===== src/rtl/rd73_serial_eval.sv =====
// rd73_serial_eval
// Serial rd73 evaluator: counts the ones among seven operand bits by shifting
// them out one per cycle into a 3-bit accumulator. z2..z0 carry the count,
// so z0 is the odd parity of the operand (rd73f2).
//
// Handshake rules (both ports):
//   - A transfer happens on a rising edge where valid=1 and ready=1.
//   - The source holds valid and its data stable until that transfer.
//   - ready never depends combinationally on valid; every output here comes
//     straight from a register.
//
// With EARLY_EXIT=1 the evaluation also stops once no set bits remain in the
// shift register, so sparse operands finish sooner.

module rd73_serial_eval #(
    parameter bit EARLY_EXIT = 1'b0
) (
    input  logic       clk,
    input  logic       rst,
    input  logic       x0,
    input  logic       x1,
    input  logic       x2,
    input  logic       x3,
    input  logic       x4,
    input  logic       x5,
    input  logic       x6,
    input  logic       in_valid,
    output logic       in_ready,
    output logic       z0,
    output logic       z1,
    output logic       z2,
    output logic       out_valid,
    input  logic       out_ready,
    output logic [1:0] state_dbg
);

    typedef enum logic [1:0] {
        IDLE  = 2'd0,
        SHIFT = 2'd1,
        DONE  = 2'd2
    } state_t;

    state_t     state;
    state_t     state_next;

    // Datapath registers
    logic [6:0] shreg;
    logic [2:0] count;
    logic [2:0] index;

    // Registered outputs
    logic       in_ready_q;
    logic       out_valid_q;
    logic [2:0] z_q;

    // Values produced by the current SHIFT edge
    logic [6:0] shreg_shifted;
    logic [2:0] count_plus;
    logic       shift_last;

    assign shreg_shifted = {1'b0, shreg[6:1]};
    assign count_plus    = count + {2'b00, shreg[0]};

    // SHIFT ends after the seventh bit, or early once nothing is left to count.
    // Seven ones give a count of 7, which still fits the 3-bit accumulator.
    assign shift_last = (index == 3'd6) ||
                        (EARLY_EXIT && (shreg_shifted == 7'd0));

    // State register
    always_ff @(posedge clk or posedge rst) begin
        if (rst) begin
            state <= IDLE;
        end else begin
            state <= state_next;
        end
    end

    // Next-state logic: accept in IDLE, count in SHIFT, wait for the consumer in DONE
    always_comb begin
        state_next = state;
        case (state)
            IDLE: begin
                if (in_valid) begin
                    state_next = SHIFT;
                end
            end
            SHIFT: begin
                if (shift_last) begin
                    state_next = DONE;
                end
            end
            DONE: begin
                if (out_ready) begin
                    state_next = IDLE;
                end
            end
            default: begin
                state_next = IDLE;
            end
        endcase
    end

    // Datapath: load the operand on acceptance, then shift and accumulate.
    // The x inputs are only sampled in IDLE, so changes during SHIFT or DONE
    // cannot disturb the result in flight.
    always_ff @(posedge clk or posedge rst) begin
        if (rst) begin
            shreg <= 7'd0;
            count <= 3'd0;
            index <= 3'd0;
        end else begin
            case (state)
                IDLE: begin
                    if (in_valid) begin
                        shreg <= {x6, x5, x4, x3, x2, x1, x0};
                        count <= 3'd0;
                        index <= 3'd0;
                    end
                end
                SHIFT: begin
                    shreg <= shreg_shifted;
                    count <= count_plus;
                    index <= index + 3'd1;
                end
                default: begin
                    shreg <= shreg;
                    count <= count;
                    index <= index;
                end
            endcase
        end
    end

    // Output registers: follow the next state so the flags line up with the
    // state itself. z is loaded with the final count when entering DONE, held
    // while the consumer stalls, and forced to 0 outside DONE.
    always_ff @(posedge clk or posedge rst) begin
        if (rst) begin
            in_ready_q  <= 1'b1;
            out_valid_q <= 1'b0;
            z_q         <= 3'd0;
        end else begin
            in_ready_q  <= (state_next == IDLE);
            out_valid_q <= (state_next == DONE);
            if (state_next != DONE) begin
                z_q <= 3'd0;
            end else if (state == SHIFT) begin
                z_q <= count_plus;
            end
        end
    end

    assign in_ready  = in_ready_q;
    assign out_valid = out_valid_q;
    assign z0        = z_q[0];
    assign z1        = z_q[1];
    assign z2        = z_q[2];
    assign state_dbg = state;

endmodule


===== config.mk =====
export PLATFORM = sky130hd
export DESIGN_NAME = rd73_serial_eval
export DESIGN_NICKNAME = d
export VERILOG_FILES = /design/src/rtl/rd73_serial_eval.sv
export SDC_FILE = /design/constraint.sdc
export NUM_CORES = 1
export LEC_CHECK = 0
export ABC_AREA = 1
export CELL_PAD_IN_SITES_DETAIL_PLACEMENT = 1
export CELL_PAD_IN_SITES_GLOBAL_PLACEMENT = 1
export CORE_MARGIN = 2
export CORE_UTILIZATION = 48
export CTS_BUF_LIST = sky130_fd_sc_hd__clkbuf_8 sky130_fd_sc_hd__clkbuf_16
export CTS_CLUSTER_DIAMETER = 60
export DETAILED_ROUTE_END_ITERATION = 10
export DONT_BUFFER_PORTS = 1
export MAX_ROUTING_LAYER = met4
export PLACE_DENSITY_LB_ADDON = 0.1
export SYNTH_ARGS = -nofsm -noshare
export SYNTH_HDL_FRONTEND = slang
export SYNTH_SLANG_ARGS = --single-unit

===== constraint.sdc =====
create_clock -name clk -period 2.7 [get_ports clk]
set_input_delay 0.54 -clock clk [delete_from_list [all_inputs] [get_ports clk]]
set_output_delay 0.54 -clock clk [all_outputs]
set_load 0.005 [all_outputs]

==> reports/results.ini <==
[placement]
numPortBuffers = 0
dp.final_hpwl_um = 1480
final_weighted_congestion_in_routability_driven_placement = 0.773

[timing]
grt_setup_unrepaired = false
report.final.setup_viol = 0
worst_slew_pin_slew_ps = 759
finalHoldViolCount = 0
timing.clock.skew_ps = 1.22
setup_tns_ps = 0
fmax_mhz = 725
timing.final.crit_share_pct = 51.1
relSlewSlack_pct = 49.3
post-route-min-period_ps = 1380
timing_max_transition_violations_final = 0

[critical_path]
worstReg2RegEnd = in_ready
timing.critical_path.fanout_max = 11
setup.worst_path.class = reg -> out
reg2reg_depth = 3
timing.critical_path.from = state_dbg[0]
critical_path_cell_count = 0
endpoint_type_of_the_worst_setup_path = primary output
crit_end = state_dbg[0]
r2r_setup_slack_ps = 1380
rr_startpoint = state_dbg[0]
critical_path.startpoint_type = flip-flop
worst-endpoint-required_ps = 2160
critPathArrivalTime_ps = 840

[power]
design_power_total_mw = 1.17
power.static_leakage_nw = 0.547
ir_drop_v = 0.000456
power.density_mw_per_mm2 = 1140

[routing]
detail_route.wirelength_um = 1980
routed-via-count = 711
drt_drc_violations_left = 0
vias_per_cell = 5.08
first_iter_violations = 6
ant_nets = 0
drt_pass1_iterations = 4
detail_route.wl_per_cell_um = 14.2

[synthesis]
mappedNetlistArea_sq_um = 976
postSynthCellCount = 113
part_of_the_yosys_area_used_for_sequential_elements_pct = 51.4
avgSynthCellArea_sq_um = 8.64
synth_nets = 128
synth_cell_types = 19
ys.warnings.count = 0
synth.ff_latch_count = 20

[die]
coreArea_sq_mm = 0.00194
floorplan.initialDensity_pct = 50.3
die_area_sq_mm = 0.00241
number_of_placement_rows = 16
die-width_um = 49.1
die_y_um = 49.1
design.portCount = 18

[clock_network]
clk_root_buffer_cell = clkbuf_8
cts_hold_repair.buffers = 0
cts_post_setup_buffers_inserted = 0
cts_repair_resize_count = 0
cts.clk_slew.worst_paths_ps = 80
cts_inserted_buffers = 3
cts.sink_count = 20
max_h_tree_level = 1
cts_tree = done
clockBufferDepth = 2
clock_latency_ps = 250

[final_layout]
syn_to_final_growth_pct = 5.64
fill_cells = 237
proportion_of_layout_cells_with_a_drive_suffix_above_1_pct = 10.6
layout.core_utilization_pct = 53.1
final_net_count = 129
diodes = 0

[min_path]
timing.hold.worst.class = in -> async

[global_routing]
via_count_of_the_first_global_routing_pass = 782
overflow = 0
grt_usage_pct = 19.2
wire_length_of_the_first_global_routing_pass_um = 3460
grt_start_max_net_pins = 21
antenna_found_initial = 0

[job]
max_cap_viol_count = 0

[run_status]
run_status = finished clean

-- flip-flops by register name (all words and copies together) (netlist names) --
register   flops
count          3
in_ready       1
index          3
out_valid      1
shreg          7
state_dbg      2
z_q            3
-- power breakdown --
group | switching [mW] | internal (mW)
sequential | 0.0896 | 0.424
combinational | 0.270 | 0.160
clock | 0.0989 | 0.130
total | 0.458 | 0.714
-- synth_stat cells --
cell      instances  area share [%]
nand2_1          33              13
buf_6             1             1.2
inv_2             2            0.77
o21ai_1           2             1.0
ha_1              4             5.1
nand2_2           3             1.9
nor2_1            7             2.7
o21ai_2           1            0.90
o22ai_1           1            0.64
nand3b_1          4             3.1
nand3b_2          1             1.2
nand4_1           4             2.6
inv_1            13             5.0
dfstp_2           1             2.7
xnor2_1           1            0.90
buf_4             3             2.3
o21ai_0           5             2.6
dfrtp_1          19              49
nand3_1           8             4.1
-- worst min path at each step --
stage / start / depth (start not counted) / slack (ps) / to
6_report: rst / 1 / 300 / z_q[2]
5_1_grt: rst / 1 / 360 / z_q[1]
4_1_cts: rst / 1 / 330 / z_q[2]
3_5_place_dp: shreg[3] / 2 / 460 / shreg[3]
3_3_place_gp: shreg[3] / 2 / 460 / shreg[3]
2_1_floorplan: shreg[2] / 2 / 440 / shreg[2]
-- cell families (layout without fill, tap and decap cells) --
family / after synthesis / after routing / synth area share, %
XOR/XNOR: 1 / 1 / 0.898
AND/OR/NAND/NOR: 60 / 60 / 28.2
AO/OA/AOI/OAI: 9 / 9 / 5.13
buffers and inverters: 19 / 19 / 9.23
flip-flops: 20 / 20 / 51.4
adder cells (fa/ha/maj): 4 / 4 / 5.13
-- through the flow --
| step | instance area [sq um] | hold slack, ps | instances | setup WS (ps) |
|---|---|---|---|---|
| after global routing | 1030 | 358 | 140 | 1220 |
| after detailed placement | 976 | 461 | 136 | 1370 |
| after floorplan | 976 | 440 | 113 | 1600 |
| final | 1030 | 304 | 140 | 1320 |
| after global placement | 976 | 457 | 136 | 1450 |
| after CTS | 1030 | 335 | 140 | 1310 |
-- routing by layer --
| metal | part of all wire [%] | up-vias | track usage [%] |
|---|---|---|---|
| met4 | 0.66 | 0 | 7.14 |
| met2 | 50 | 12 | 32.7 |
| met1 | 47 | 341 | 23.0 |
| met5 | 0 | - | - |
| met3 | 2.4 | 2 | 2.76 |
| li1 | - | 356 | - |
-- area by class of cell --
| class | instances | area [sq um] | area share (%) |
|---|---|---|---|
| multi-input cells | 74 | 384 | 37.3 |
| well taps | 27 | 33.8 | 3.28 |
| inverters | 15 | 56.3 | 5.46 |
| clock buffers | 4 | 55.1 | 5.34 |
| flip-flops and latches | 20 | 502 | 48.7 |
-- cells in the final DEF (no fill, tap or decap) --
master / n
o21ai_0: 5
o21ai_1: 2
dfstp_2: 1
inv_1: 13
nand3b_1: 4
o21ai_2: 1
clkbuf_8: 4
xnor2_1: 1
dfrtp_1: 19
nand2_2: 3
inv_2: 2
nor2_1: 7
nand4_1: 4
o22ai_1: 1
nand3_1: 8
nand2_1: 33
ha_1: 4
nand3b_2: 1
(Power assumes the default switching activity.)
